File: config.mk
export PLATFORM = sky130hd
export DESIGN_NAME = jt12_wr_seq_flat
export DESIGN_NICKNAME = d
export VERILOG_FILES = /design/src/rtl/jt12_wr_seq_pkg.sv /design/src/rtl/jt12_wr_seq_if.sv /design/src/rtl/jt12_wr_fifo.sv /design/src/rtl/jt12_wr_seq.sv /design/src/flat_wrapper.sv
export SDC_FILE = /design/constraint.sdc
export NUM_CORES = 1
export LEC_CHECK = 0
export ABC_AREA = 1
export BUFFER_PORTS_ARGS = -buffer_cell sky130_fd_sc_hd__buf_2
export CAP_MARGIN = 5
export CORE_ASPECT_RATIO = 1.75
export CORE_UTILIZATION = 35
export DETAILED_ROUTE_END_ITERATION = 10
export SLEW_MARGIN = 20
export SYNTH_ARGS = -nofsm -noshare
export SYNTH_HDL_FRONTEND = slang
export SYNTH_HIERARCHICAL = 1
export SYNTH_SLANG_ARGS = --single-unit
File: constraint.sdc
create_clock -name clk -period 3.07 [get_ports clk]
set_input_delay 0.307 -clock clk [delete_from_list [all_inputs] [get_ports clk]]
set_output_delay 0.307 -clock clk [all_outputs]
set_load 0.01 [all_outputs]
File: src/rtl/jt12_wr_seq_pkg.sv
// -----------------------------------------------------------------------------
// jt12_wr_seq_pkg
//   Shared types for the jt12_top host-side write sequencer.
//   - state_t : sequencer FSM states (IDLE, ADDR, AGAP, DATA, POLL)
//   - cmd_t   : one queued register write, packed as {part[16], reg[15:8], data[7:0]}
//   - bus_addr: forms the 2-bit jt12_top address for a given part / strobe phase
// -----------------------------------------------------------------------------
package jt12_wr_seq_pkg;

    typedef enum logic [2:0] {
        ST_IDLE = 3'd0,   // waiting for a queued command
        ST_ADDR = 3'd1,   // register-address write strobe active
        ST_AGAP = 3'd2,   // idle gap between address and data strobes
        ST_DATA = 3'd3,   // register-data write strobe active
        ST_POLL = 3'd4    // status read, waiting for busy (dout[7]) to clear
    } state_t;

    // Command word layout: bit 16 = part, bits 15:8 = register, bits 7:0 = data.
    localparam int CMD_W = 17;

    typedef struct packed {
        logic       part;
        logic [7:0] reg_addr;
        logic [7:0] data;
    } cmd_t;

    // Part 0 uses addresses 0/1, part 1 uses 2/3; the low bit selects the
    // address port (0) or the data port (1).
    function automatic logic [1:0] bus_addr(input logic part, input logic data_phase);
        return {part, data_phase};
    endfunction

endpackage

File: src/rtl/jt12_wr_seq_if.sv
// -----------------------------------------------------------------------------
// jt12_wr_seq_if
//   Groups the command handshake and the jt12_top CPU-bus signals of the
//   write sequencer.
//   master: the sequencer (accepts commands, drives addr/din/cs_n/wr_n, reads dout)
//   slave : the surroundings (command source plus jt12_top)
//   Signals:
//     cmd_valid/cmd_ready  command handshake, push on valid & ready
//     cmd_part/reg/data    command payload
//     dout                 jt12_top read data, bit 7 = busy
//     addr/din/cs_n/wr_n   jt12_top CPU-bus controls
// -----------------------------------------------------------------------------
interface jt12_wr_seq_if;

    logic       cmd_valid;
    logic       cmd_ready;
    logic       cmd_part;
    logic [7:0] cmd_reg;
    logic [7:0] cmd_data;
    logic [7:0] dout;
    logic [1:0] addr;
    logic [7:0] din;
    logic       cs_n;
    logic       wr_n;

    modport master (
        input  cmd_valid, cmd_part, cmd_reg, cmd_data, dout,
        output cmd_ready, addr, din, cs_n, wr_n
    );

    modport slave (
        output cmd_valid, cmd_part, cmd_reg, cmd_data, dout,
        input  cmd_ready, addr, din, cs_n, wr_n
    );

endinterface

File: src/rtl/jt12_wr_fifo.sv
// -----------------------------------------------------------------------------
// jt12_wr_fifo
//   DEPTH-entry synchronous FIFO of 17-bit write commands, first-word
//   fall-through (rdata always shows the head entry when not empty).
//   Ports:
//     clk, rst      clock, synchronous active-high reset (empties the FIFO)
//     push, wdata   write request and data; ignored while full
//     pop           remove head entry; ignored while empty
//     rdata         head entry
//     full, empty   status flags from the registered count
//     level         occupancy, 0..DEPTH
//   Not gated by cen: pushes are accepted even while the sequencer is frozen.
// -----------------------------------------------------------------------------
module jt12_wr_fifo
    import jt12_wr_seq_pkg::*;
#(
    parameter int DEPTH = 4
) (
    input  logic                   clk,
    input  logic                   rst,
    input  logic                   push,
    input  cmd_t                   wdata,
    input  logic                   pop,
    output cmd_t                   rdata,
    output logic                   full,
    output logic                   empty,
    output logic [$clog2(DEPTH):0] level
);

    localparam int AW = $clog2(DEPTH);
    localparam int LW = AW + 1;

    cmd_t          mem [DEPTH];
    logic [AW-1:0] wr_ptr;
    logic [AW-1:0] rd_ptr;
    logic [LW-1:0] count;
    logic          do_push;
    logic          do_pop;

    assign do_push = push & ~full;
    assign do_pop  = pop & ~empty;

    // NOTE: the storage array has no reset; only pointers and count do, since
    // an entry is never read before it has been written.
    always_ff @(posedge clk) begin
        if (do_push) begin
            mem[wr_ptr] <= wdata;
        end
    end

    always_ff @(posedge clk) begin
        if (rst) begin
            wr_ptr <= '0;
            rd_ptr <= '0;
            count  <= '0;
        end else begin
            // DEPTH is a power of two, so the pointers wrap naturally.
            if (do_push) begin
                wr_ptr <= wr_ptr + AW'(1);
            end
            if (do_pop) begin
                rd_ptr <= rd_ptr + AW'(1);
            end
            // Simultaneous push and pop leaves the count unchanged.
            unique case ({do_push, do_pop})
                2'b10:   count <= count + LW'(1);
                2'b01:   count <= count - LW'(1);
                default: count <= count;
            endcase
        end
    end

    assign full  = (count == LW'(DEPTH));
    assign empty = (count == '0);
    assign level = count;
    assign rdata = mem[rd_ptr];

endmodule

File: src/rtl/jt12_wr_seq.sv
// -----------------------------------------------------------------------------
// jt12_wr_seq
//   Host-side write sequencer for the jt12_top CPU bus. Queues (part, reg,
//   data) register writes and replays each as: address strobe, gap, data
//   strobe, then a status read polling the busy flag on dout[7].
//   Parameters:
//     DEPTH     command FIFO entries (power of 2, >= 2)
//     WR_PULSE  cen ticks cs_n/wr_n stay low per write strobe (>= 1)
//     ADDR_GAP  cen ticks between address and data strobes (>= 1)
//     POLL_TO   cen ticks in POLL before the busy wait is abandoned (2..255)
//   Ports:
//     clk, rst  system clock, synchronous active-high reset
//     cen       clock enable shared with jt12_top; FSM and timers only move on cen
//     bus       jt12_wr_seq_if.master: command handshake + jt12_top bus
//     idle      FIFO empty and FSM in IDLE
//     timeout   one-clk pulse when busy polling gave up
//     level     FIFO occupancy
// -----------------------------------------------------------------------------
module jt12_wr_seq
    import jt12_wr_seq_pkg::*;
#(
    parameter int DEPTH    = 4,
    parameter int WR_PULSE = 2,
    parameter int ADDR_GAP = 2,
    parameter int POLL_TO  = 255
) (
    input  logic                   clk,
    input  logic                   rst,
    input  logic                   cen,
    jt12_wr_seq_if.master          bus,
    output logic                   idle,
    output logic                   timeout,
    output logic [$clog2(DEPTH):0] level
);

    // Terminal values of the shared 8-bit tick counter for each timed phase.
    localparam logic [7:0] PULSE_LAST = 8'(WR_PULSE - 1);
    localparam logic [7:0] GAP_LAST   = 8'(ADDR_GAP - 1);
    localparam logic [7:0] POLL_LAST  = 8'(POLL_TO - 1);

    // ---------------------------------------------------------------- FIFO --
    cmd_t push_cmd;
    cmd_t head;
    logic fifo_full;
    logic fifo_empty;
    logic pop;

    assign push_cmd = '{part: bus.cmd_part, reg_addr: bus.cmd_reg, data: bus.cmd_data};

    jt12_wr_fifo #(
        .DEPTH (DEPTH)
    ) u_fifo (
        .clk   (clk),
        .rst   (rst),
        .push  (bus.cmd_valid),
        .wdata (push_cmd),
        .pop   (pop),
        .rdata (head),
        .full  (fifo_full),
        .empty (fifo_empty),
        .level (level)
    );

    assign bus.cmd_ready = ~fifo_full;

    // ------------------------------------------------------------ state ----
    state_t     state,     state_nx;
    logic [7:0] cnt,       cnt_nx;
    logic [1:0] addr_q,    addr_nx;
    logic [7:0] din_q,     din_nx;
    logic       cs_n_q,    cs_n_nx;
    logic       wr_n_q,    wr_n_nx;
    logic       timeout_q, timeout_nx;
    // The command leaves the FIFO at the address strobe, so its part and data
    // are kept here for the data strobe.
    logic       cur_part,  part_nx;
    logic [7:0] cur_data,  data_nx;

    always_ff @(posedge clk) begin
        // NOTE: all sequential state is written with non-blocking assignments
        // so every register samples the values from before this edge.
        if (rst) begin
            state     <= ST_IDLE;
            cnt       <= '0;
            addr_q    <= '0;
            din_q     <= '0;
            cs_n_q    <= 1'b1;
            wr_n_q    <= 1'b1;
            timeout_q <= 1'b0;
            cur_part  <= 1'b0;
            cur_data  <= '0;
        end else begin
            state     <= state_nx;
            cnt       <= cnt_nx;
            addr_q    <= addr_nx;
            din_q     <= din_nx;
            cs_n_q    <= cs_n_nx;
            wr_n_q    <= wr_n_nx;
            timeout_q <= timeout_nx;
            cur_part  <= part_nx;
            cur_data  <= data_nx;
        end
    end

    always_comb begin
        // NOTE: every value assigned below gets a default first, so no path
        // through the case can leave one unassigned and infer a latch.
        state_nx   = state;
        cnt_nx     = cnt;
        addr_nx    = addr_q;
        din_nx     = din_q;
        cs_n_nx    = cs_n_q;
        wr_n_nx    = wr_n_q;
        part_nx    = cur_part;
        data_nx    = cur_data;
        timeout_nx = 1'b0;       // pulse lasts a single clk, cen or not
        pop        = 1'b0;

        if (cen) begin
            unique case (state)
                ST_IDLE: begin
                    if (!fifo_empty) begin
                        pop      = 1'b1;
                        part_nx  = head.part;
                        data_nx  = head.data;
                        addr_nx  = bus_addr(head.part, 1'b0);
                        din_nx   = head.reg_addr;
                        cs_n_nx  = 1'b0;
                        wr_n_nx  = 1'b0;
                        cnt_nx   = '0;
                        state_nx = ST_ADDR;
                    end
                end

                ST_ADDR: begin
                    if (cnt == PULSE_LAST) begin
                        // din stays put through the gap, covering the
                        // one-tick hold after release.
                        cs_n_nx  = 1'b1;
                        wr_n_nx  = 1'b1;
                        cnt_nx   = '0;
                        state_nx = ST_AGAP;
                    end else begin
                        cnt_nx = cnt + 8'd1;
                    end
                end

                ST_AGAP: begin
                    if (cnt == GAP_LAST) begin
                        addr_nx  = bus_addr(cur_part, 1'b1);
                        din_nx   = cur_data;
                        cs_n_nx  = 1'b0;
                        wr_n_nx  = 1'b0;
                        cnt_nx   = '0;
                        state_nx = ST_DATA;
                    end else begin
                        cnt_nx = cnt + 8'd1;
                    end
                end

                ST_DATA: begin
                    if (cnt == PULSE_LAST) begin
                        cs_n_nx  = 1'b1;
                        wr_n_nx  = 1'b1;
                        cnt_nx   = '0;
                        state_nx = ST_POLL;
                    end else begin
                        cnt_nx = cnt + 8'd1;
                    end
                end

                ST_POLL: begin
                    // cnt holds the number of POLL ticks already taken. The
                    // first tick opens the status read (which also keeps din
                    // stable one tick past the data strobe); dout is trusted
                    // from the second tick on.
                    if (cnt == '0) begin
                        addr_nx = 2'b00;
                        cs_n_nx = 1'b0;
                        wr_n_nx = 1'b1;
                        cnt_nx  = 8'd1;
                    end else if (!bus.dout[7]) begin
                        cs_n_nx  = 1'b1;
                        state_nx = ST_IDLE;
                    end else if (cnt == POLL_LAST) begin
                        timeout_nx = 1'b1;
                        cs_n_nx    = 1'b1;
                        state_nx   = ST_IDLE;
                    end else begin
                        cnt_nx = cnt + 8'd1;
                    end
                end

                default: begin
                    state_nx = ST_IDLE;
                end
            endcase
        end
    end

    // ---------------------------------------------------------- outputs ----
    assign bus.addr = addr_q;
    assign bus.din  = din_q;
    assign bus.cs_n = cs_n_q;
    assign bus.wr_n = wr_n_q;
    assign timeout  = timeout_q;
    assign idle     = (state == ST_IDLE) && fifo_empty;

    // Only the busy flag of the status byte matters.
    logic unused_dout;
    assign unused_dout = ^bus.dout[6:0];

endmodule
File: src/flat_wrapper.sv
// flat-port wrapper written by rule: the top's interface ports become plain ports
module jt12_wr_seq_flat import jt12_wr_seq_pkg::*;
#(
    parameter int DEPTH    = 4,
    parameter int WR_PULSE = 2,
    parameter int ADDR_GAP = 2,
    parameter int POLL_TO  = 255
)
  (clk, rst, cen, idle, timeout, level, bus_cmd_valid, bus_cmd_part, bus_cmd_reg, bus_cmd_data, bus_dout, bus_cmd_ready, bus_addr, bus_din, bus_cs_n, bus_wr_n);
  jt12_wr_seq_if bus_i ();
  input  logic clk;
  input  logic rst;
  input  logic cen;
  output logic idle;
  output logic timeout;
  output logic [$clog2(DEPTH):0] level;
  input wire logic [$bits(bus_i.cmd_valid)-1:0] bus_cmd_valid;
  input wire logic [$bits(bus_i.cmd_part)-1:0] bus_cmd_part;
  input wire logic [$bits(bus_i.cmd_reg)-1:0] bus_cmd_reg;
  input wire logic [$bits(bus_i.cmd_data)-1:0] bus_cmd_data;
  input wire logic [$bits(bus_i.dout)-1:0] bus_dout;
  output wire logic [$bits(bus_i.cmd_ready)-1:0] bus_cmd_ready;
  output wire logic [$bits(bus_i.addr)-1:0] bus_addr;
  output wire logic [$bits(bus_i.din)-1:0] bus_din;
  output wire logic [$bits(bus_i.cs_n)-1:0] bus_cs_n;
  output wire logic [$bits(bus_i.wr_n)-1:0] bus_wr_n;
  assign bus_i.cmd_valid = bus_cmd_valid;
  assign bus_i.cmd_part = bus_cmd_part;
  assign bus_i.cmd_reg = bus_cmd_reg;
  assign bus_i.cmd_data = bus_cmd_data;
  assign bus_i.dout = bus_dout;
  assign bus_cmd_ready = bus_i.cmd_ready;
  assign bus_addr = bus_i.addr;
  assign bus_din = bus_i.din;
  assign bus_cs_n = bus_i.cs_n;
  assign bus_wr_n = bus_i.wr_n;
  jt12_wr_seq #(.DEPTH(DEPTH), .WR_PULSE(WR_PULSE), .ADDR_GAP(ADDR_GAP), .POLL_TO(POLL_TO)) u_core (.clk(clk), .rst(rst), .cen(cen), .bus(bus_i), .idle(idle), .timeout(timeout), .level(level));
endmodule
### Yosys cells after proc, flatten, opt, wreduce, memory -nomap -nowiden

Memories as Yosys holds them, arrays and structs flattened. A register that Yosys moved wholly into a read port is not among the register bits.
Index checks and enable logic that the tools add are counted.

| storage, ports and cells | value |
|---|---|
| register bits after elaboration | 40 |
| memory bits (writable) | 68 |
| output and inout bits | 18 |
| word-level logic and storage cells | 103 |
| memories | 1 |

| cells by class | value |
|---|---|
| add/sub/neg operators | 5 |
| equal/unequal tests | 20 |
| muxes and demuxes | 39 |
| bitwise operators | 7 |
| reduce and logical (&&, ||, !) cells | 19 |

Memories:

| name | depth | bits a word | read ports | clocked after memory_dff | wr ports | line | RTL |
|---|---|---|---|---|---|---|---|
| u_core.u_fifo.mem | 4 | 17 | 1 | 1 | 1 | jt12_wr_fifo.sv:33 | `cmd_t mem [DEPTH];` |

Operators with widths:

| operator | count |
|---|---|
| $mux 8 | 7 |
| $pmux 8 s3 | 1 |
| $mux 3 | 7 |
| $pmux 8 s2 | 1 |
| $pmux 3 s5 | 1 |
| $mux 1 | 13 |
| $reduce_and 6->1 | 2 |
| $mux 2 | 5 |
| $ne 2x1->1 const B | 5 |
| $reduce_and 5->1 | 2 |
| $ne 3x2->1 const B | 3 |
| $add 8x1->8 const B | 1 |
| $eq 8x1->1 const B | 1 |
| $eq 8x8->1 const B | 1 |
| $logic_not 8->1 | 1 |
| $pmux 1 s4 | 2 |
| $reduce_and 7->1 | 1 |
| $eq 3x2->1 const B | 2 |
| $eq 3x3->1 const B | 2 |
| $logic_not 3->1 | 2 |
| $pmux 2 s3 | 1 |
| $pmux 3 s2 | 1 |
| $reduce_bool 3->1 | 2 |
| $not 1->1 | 5 |
| 17 further kinds | 21 |

### Longest topological paths before layout

Gate-level depths: netlist of the first run.

| depth | value |
|---|---|
| depth after elaboration | 7 |
| gate-level depth with buffers | 17 |

### Hierarchy

The synthesis of the first run kept the hierarchy.

Modules (own cells, without submodules):

| module | times used | cells an instance | area each (µm²) | seq. area each (µm²) |
|---|---|---|---|---|
| jt12_wr_fifo | 1 | 234 | 3083.0 | 2222.1 |
| jt12_wr_seq | 1 | 275 | 1848.0 | 660.6 |

### Worst setup path after synthesis of the first run

OpenSTA, ideal clock, no wires.

| path | value |
|---|---|
| kind | register -> register |
| start | reg u_core.state[2] |
| end | reg u_core.u_fifo.count[2] (netlist: u_core/u_fifo/level[2]) |
| setup time | 0.113 ns |
| arrival | 2.072 ns |
| data required time | 2.957 ns |
| slack | 0.885 ns |
| cell stages (with the launch flop) | 18 |
| path buffers | 1 |
| period minus slack after synthesis | 2.185 ns |
| path through | dfxtp_1 > buf_6 > nor2_2 > nand2_1 > nor2_1 > nand2_2 > inv_2 > nand2_1 > inv_1 > ha_1 > inv_1 > fa_1 > inv_1 > nand2_1 > nand3_1 > nand2_1 > nand2_1 > nor2_1 |

| between the ends | value |
|---|---|
| cells in the longest elaborated chain, start to end | 6 |
| elaborated cells between the ends (all ways) | 8 |

RTL lines:

| what | line | RTL |
|---|---|---|
| from (decl) | jt12_wr_seq.sv:67 | `state_t state, state_nx;` |
| from (signal assigned) | jt12_wr_seq.sv:93 | `state <= state_nx;` |
| $logic_not 3->1 * | jt12_wr_seq.sv:120 | `unique case (state)` |
| $mux 1 * | jt12_wr_seq.sv:120 |  |
| $mux 1 * | jt12_wr_seq.sv:119 | `if (cen) begin` |
| via u_core.pop | jt12_wr_seq.sv:46 | `logic pop;` |
| $and 1x1->1 * | jt12_wr_fifo.sv:41 | `assign do_pop = pop & ~empty;` |
| via u_core.u_fifo.do_pop | jt12_wr_fifo.sv:38 | `logic do_pop;` |
| $eq 2x1->1 or $eq 2x2->1 (tied branches) | jt12_wr_fifo.sv:65 | `unique case ({do_push, do_pop})` |
| $pmux 3 s2 or $reduce_bool 2->1 (tied branches) | n/a |  |
| to (signal assigned) | jt12_wr_fifo.sv:66 | `2'b10: count <= count + LW'(1);` |
| to (signal assigned) | jt12_wr_fifo.sv:67 | `2'b01: count <= count - LW'(1);` |
| to (signal assigned) | jt12_wr_fifo.sv:68 | `default: count <= count;` |
| to (decl) | jt12_wr_fifo.sv:36 | `logic [LW-1:0] count;` |

The timed path passes the listed nets; every way through them passes the cells marked *.
A chain may end at the register's enable or synchronous reset.

### Worst setup path after layout of the first run

Same ends and word-level chain as after synthesis.

==> flow_summary.json, run 1 <==
{
  "status": "complete, no violations",
  "drt-initial-drc-count": 176,
  "critPathKind": "flip-flop to flip-flop",
  "grt_pass1_vias": 3526,
  "total_power_mw": 4.67,
  "dpl.hpwl_um": 7150,
  "required_ps": 3330,
  "cp.arrival_ps": 2590,
  "clock_sinks": 110,
  "regToRegSetupSlack_ps": 740,
  "grt_pass1_wl_um": 16800,
  "antenna_found_initial": 0,
  "gp_congestion": 0.835,
  "drc": 0,
  "root_buffer": "clkbuf_16",
  "grt_use_total_pct": 14.9,
  "post_cts_resized": 0,
  "port_buffers": 39,
  "numCtsBuffers": 9,
  "slew_headroom_pct": 39.2,
  "avgSynthCellArea_um2": 9.69,
  "synth_cells": 509,
  "finalCriticalPeriod_ps": 2330,
  "syn-num-nets": 548,
  "holdBufCountCts": 0,
  "die_h_um": 159,
  "fin_crit_sh_pct": 76.0,
  "vias_per_cell": 4.86,
  "syn_to_final_growth_pct": 13.1,
  "ys_types": 37,
  "placed_area_um2": 5260,
  "grt-ovfl-total": 0,
  "setup_viol": 0,
  "tns_ps": 0,
  "p_leak_nw": 2.20,
  "drt_pass1_iterations": 6,
  "maxCapViolations": 0,
  "core-area_um2": 13800,
  "clock_latency_ps": 360,
  "num_vias": 3559,
  "ir_worst_vdd_v": 0.000232,
  "layout-drive-gt1-share_pct": 19.6,
  "die_area_um2": 14600,
  "async_flop_share_pct": 0,
  "hold_violations": 0,
  "cp_max_fo": 10,
  "critPathLaunchType": "flip-flop",
  "cts_tree": "yes",
  "worstMarginPinSlew_ps": 911,
  "yosysSeqAreaShare_pct": 58.5,
  "synth_edf_count": 68,
  "final_core_util_pct": 40.3,
  "drtAntennaViolNets": 0,
  "ys.flop_type": "edfxtp_1",
  "synth_top_cell_area_share_pct": 41.4,
  "finClkSkew_ps": 6.33,
  "initial_core_util_pct": 35.6,
  "htreeDepth": 3,
  "netlist_area_um2": 4930,
  "finish.instance_area_um2": 5580,
  "fp-row-count": 57,
  "max_freq_mhz": 429,
  "rsz0062_at_grt": "no",
  "wl_per_cell_um": 13.9,
  "synth_area_leaders": "edfxtp_1, dfxtp_1, nor2_1",
  "end_kind": "flip-flop",
  "grt_max_degree": 35,
  "ys_ff_latch": 110,
  "final_nets": 589,
  "die_x_um": 91.7,
  "slew_violations": 0,
  "yosysWarnings": 6,
  "clk_pin_slew_worst_paths_ps": 80,
  "ios": 47,
  "synth_top_cell_by_area": "edfxtp_1",
  "hold_path.class": "primary input to flip-flop",
  "diodes": 0,
  "postCtsSetupRepairBufs": 0,
  "cts_buffer_depth": 2,
  "power_density_nw_per_um2": 837,
  "drt-total-wl_um": 10200
}
==> flip-flops by register name, summed over array words and instances, names as in the netlist, 3 cells and up, named ones only <==
signal,count
u_core/bus.din,8
u_core/cnt,8
u_core/cur_data,8
u_core/state,3
u_core/u_fifo/level,3
u_core/u_fifo/mem,68
==> synthesized netlist by cell type, drive strengths merged (3+ instances only) <==
master and number:
nand3 25, nor2 114, ha 9, edfxtp 68, nand2 91, o21ai 54
clkbuf 3, a21oi 19, inv 40, buf 13, o22ai 17, dfxtp 42
==> worst max-delay path: stages (launching register included) <==
cell and delay [ps]:
dfxtp_1 400, nor2_2 220, nand2_1 140, nor2_1 130, nand2_2 140, inv_2 90
nand2_1 70, inv_1 90, ha_1 170, inv_1 70, fa_1 370, inv_1 60
nand2_1 40, nand3_1 80, nand2_1 60, nand2_1 50, nor2_1 40
==> kinds of logic after synthesis <==
group | synth area share [%]
DFF | 58.5
buffers and inverters | 5.99
and+or+nand+nor | 20.8
AOI/OAI and AO/OA | 11.5
adders and majority gates | 2.69
xor gates and xnor gates | 0.533
==> through the flow <==
stage          hold slack [ps]  setup WS [ps]  cells
4_1_cts                    142            749    732
3_5_place_dp               439            762    716
3_3_place_gp               441            763    716
5_1_grt                    144            550    732
2_1_floorplan              369            885    509
6_report                   153            738    732
==> area by class of cell <==
| class | instances | area, µm² |
|---|---|---|
| multi-input combinational | 343 | 1750 |
| timing repair buffer | 46 | 248 |
| sequential | 110 | 2880 |
| fill | 1372 | 8260 |
| clock inverter | 7 | 88.8 |
| inverter | 40 | 158 |
| tap | 177 | 221 |
| clock buffer | 9 | 225 |
==> per-layer routing <==
metal  global-route usage [%]  vias to the layer above  part of all wire (%)
li1                         -                     1786                     -
met1                     15.1                     1672                    37
met2                     28.1                       86                    57
met3                     3.87                       15                   4.5
met4                     6.18                        0                   1.6
met5                        0                        -                     0
==> final timing paths <==
path                                start                             endpoint  cells past startpoint
max          u_core/state[2]$_SDFFE_PP0P_  u_core/u_fifo/level[2]$_SDFFE_PP0P_                     16
min reg2reg  u_core/bus.cs_n$_SDFFE_PP1P_         u_core/bus.cs_n$_SDFFE_PP1P_                      2
max reg2reg  u_core/state[2]$_SDFFE_PP0P_  u_core/u_fifo/level[2]$_SDFFE_PP0P_                     16
min                       bus_cmd_data[2]    u_core/u_fifo/mem[3][2]$_DFFE_PP_                      1
==> power by group <==
part	leakage, nW	switching, mW	internal, mW
Sequential	0.968	0.153	1.79
Combinational	1.08	1.02	0.516
Clock	0.153	0.598	0.593
==> layout by cell type (no fill, tap or decap), types with 3 or more instances in the layout <==
cell / count
a21oi_1: 17
buf_2: 39
buf_4: 7
clkbuf_16: 9
dfxtp_1: 42
edfxtp_1: 68
ha_1: 9
inv_1: 33
inv_2: 5
inv_6: 3
nand2_1: 77
nand2_2: 10
nand2_4: 4
nand3_1: 23
nor2_1: 104
nor2_2: 8
o21ai_0: 26
o21ai_1: 16
o21ai_2: 12
o22ai_1: 17
Note: power is estimated with default switching activity, not from simulation.
==> run 2: changes to the inputs <==
--- a/config.mk
+++ b/config.mk
@@ -5,7 +5,7 @@
 export SDC_FILE = /design/constraint.sdc
 export NUM_CORES = 1
 export LEC_CHECK = 0
-export ABC_AREA = 1
+export ABC_AREA = 0
 export BUFFER_PORTS_ARGS = -buffer_cell sky130_fd_sc_hd__buf_2
 export CAP_MARGIN = 5
 export CORE_ASPECT_RATIO = 1.75
==> constraint.sdc (replaced) <==
create_clock -name clk -period 2.05 [get_ports clk]
set_input_delay 0.205 -clock clk [delete_from_list [all_inputs] [get_ports clk]]
set_output_delay 0.205 -clock clk [all_outputs]
set_load 0.01 [all_outputs]
==> run 2 against run 1 <==
  * The flow now finishes with violations (setup timing)
  * Critical endpoint unchanged
  * Non-clock buffer count up 41
  * Register-to-register slack worse by 1000 ps
  * Fmax up 0.66%
  * Synthesized cell count down 33%
==> flow_summary.json, run 2 <==
{
  "n_fill_cell": 1179,
  "required_ps": 2330,
  "wl_per_cell_um": 15.5,
  "end_kind": "flip-flop",
  "drt-initial-drc-count": 179,
  "drc": 0,
  "grt_pass1_vias": 2976,
  "synth_top_family_by_area": "multiplexers",
  "cts_tree": "yes",
  "netlist_area_um2": 4690,
  "syn-num-nets": 378,
  "syn_to_final_growth_pct": 23.3,
  "ios": 47,
  "hold_violations": 0,
  "cp_max_fo": 2,
  "synth_top_cell_area_share_pct": 43.5,
  "cp.arrival_ps": 2590,
  "yosysSeqAreaShare_pct": 61.5,
  "violations": "setup timing",
  "clk_pin_slew_worst_paths_ps": 80,
  "die_h_um": 155,
  "worst_path_max_delay_cell": "or4_4",
  "startpoint": "u_core/u_fifo/level[0]$_SDFFE_PP0P_",
  "grt_use_total_pct": 14.4,
  "ir_worst_vdd_v": 0.000473,
  "ys.flop_type": "edfxtp_1",
  "diodes": 0,
  "fp-row-count": 55,
  "dpl.hpwl_um": 6780,
  "slowest_delay_ps": 500,
  "swShare_pct": 30.0,
  "hold_path.class": "primary input to flip-flop",
  "path_cells": "nor3_4, or4_4, inv_4, o31ai_4, inv_1, ha_2, inv_2, fa_2, xor2_1, or3_1, a21oi_2",
  "numCtsBuffers": 9,
  "port_buffers": 39,
  "finalCriticalPeriod_ps": 2320,
  "fin_crit_sh_pct": 113,
  "synthSimpleGateAreaFrac_pct": 10.6,
  "setup_viol": 3,
  "combPwrFrac_pct": 29.0,
  "slew_violations": 0,
  "synth_common_cells": "edfxtp_1, dfxtp_1, nor2_1",
  "maxCapViolations": 0,
  "clock_latency_ps": 340,
  "async_flop_share_pct": 0,
  "synth.area.mux_share_pct": 12.6,
  "largest_reg_flops": 68,
  "p_leak_nw": 2.15,
  "synth-compound-area-share_pct": 8.75,
  "core-area_um2": 13000,
  "rsz0062_at_grt": "yes",
  "power_density_nw_per_um2": 1070,
  "avgSynthCellArea_um2": 13.8,
  "regMostFlops": "u_core/u_fifo/mem",
  "cp_num_buf_inv": 3,
  "yosysWarnings": 6,
  "setup_slack_ps": -267,
  "initial_core_util_pct": 36.1,
  "place_inst": 579,
  "grt_pass1_wl_um": 14700,
  "grt-ovfl-total": 0,
  "drt_pass1_iterations": 4,
  "ys_ff_latch": 110,
  "ys_types": 57,
  "cts_buffer_depth": 2,
  "worstMarginPinSlew_ps": 402,
  "max_freq_mhz": 432,
  "grt_max_degree": 25,
  "antenna_found_initial": 0,
  "synth_edf_count": 68,
  "drtAntennaViolNets": 0,
  "htreeDepth": 3,
  "slew_headroom_pct": 73.0,
  "die_x_um": 89.5,
  "final_core_util_pct": 44.5,
  "whs_path_depth": 1,
  "vias_per_cell": 5.04,
  "drt-total-wl_um": 9310,
  "holdBufCountCts": 0,
  "synth_top_cell_by_area": "edfxtp_1",
  "final_nets": 462,
  "cp.depth": 11,
  "final_cell_mix": "edfxtp_1, buf_4, buf_2",
  "p_clk_share_pct": 27.0,
  "p_int_mw": 4.33,
  "reg2reg_depth": 11,
  "synth_cells": 339,
  "hold_start": "bus_cmd_data[2]",
  "status": "complete, but fails checks",
  "power_switching_mw": 1.86,
  "cp_top_family": "simple AND/OR/NAND/NOR gates",
  "synthAdderAreaFrac_pct": 2.83,
  "synth_area_leaders": "edfxtp_1, dfxtp_1, mux4_2",
  "rr_startpoint": "u_core/u_fifo/level[0]$_SDFFE_PP0P_",
  "synthXorXnorAreaFrac_pct": 0.747,
  "critPathLaunchType": "flip-flop",
  "fin_cells": 599,
  "seq_power_share_pct": 44.0,
  "clock_sinks": 110,
  "critPathKind": "flip-flop to flip-flop",
  "root_buffer": "clkbuf_16",
  "synth_most_common_cell": "edfxtp_1",
  "final_common_cell": "edfxtp_1",
  "layout-drive-gt1-share_pct": 35.0,
  "finish.instance_area_um2": 5780,
  "placed_area_um2": 5400,
  "finClkSkew_ps": 7.84,
  "die_area_um2": 13900,
  "num_vias": 3018,
  "gp_congestion": 0.838
}
## run 2: final timing paths
check	endpoint	slack [ps]
max	u_core/u_fifo/level[2]$_SDFFE_PP0P_	-270
min reg2reg	u_core/bus.addr[0]$_SDFFE_PP0P_	470
max reg2reg	u_core/u_fifo/level[2]$_SDFFE_PP0P_	-270
min	u_core/u_fifo/mem[1][2]$_DFFE_PP_	80
## run 2: what timing repair did
item                       in CTS  in global routing
pin swaps                       3                  1
setup endpoints to repair       9                 12
resized for setup               8                 12
buffers inserted                3                  1
## run 2: per-layer routing
| metal | share of wire, % | vias to the layer above | GRT usage, % |
|---|---|---|---|
| li1 | - | 1456 | - |
| met1 | 39 | 1484 | 15.4 |
| met2 | 56 | 68 | 27.3 |
| met3 | 3.5 | 10 | 2.39 |
| met4 | 1.8 | 0 | 5.14 |
| met5 | 0 | - | 0 |
## run 2: power by group through the flow
stage / Clock, mW / Combinational [mW] / Sequential, mW
finish: 1.67 / 1.79 / 2.72
detailed placement: 0 / 1.68 / 2.77
CTS: 1.73 / 1.76 / 2.73
global route: 1.80 / 1.97 / 2.75
floorplan: 0 / 1.02 / 2.82
global placement: 0 / 1.65 / 2.75
## run 2: through the flow
stage	hold slack (ps)	total power, mW	setup WS (ps)	setup TNS (ps)
after floorplan	304	3.83	-456	-756
after global placement	415	4.40	-297	-569
after detailed placement	425	4.45	-344	-698
after CTS	64.3	6.21	-289	-525
after global routing	66.9	6.52	-373	-725
final	76.8	6.19	-267	-421
## run 2: cells by family (layout without fill, tap and decap cells)
kind of cell | after synthesis | after routing
adders and majority gates | 10 | 10
and+or+nand+nor | 92 | 92
AOI/OAI and AO/OA | 60 | 60
buffers and inverters | 28 | 117
DFF | 110 | 110
xor gates and xnor gates | 4 | 4
muxes | 35 | 35
## run 2: area by class of cell
class / count / area (µm²) / area share, %
Inverter: 14 / 57.6 / 0.995
Tap cell: 171 / 214 / 3.70
Multi-Input combinational cell: 201 / 1740 / 30.1
Clock buffer: 9 / 225 / 3.89
Sequential cell: 110 / 2900 / 50.1
Clock inverter: 7 / 65.1 / 1.12
Timing Repair Buffer: 87 / 584 / 10.1
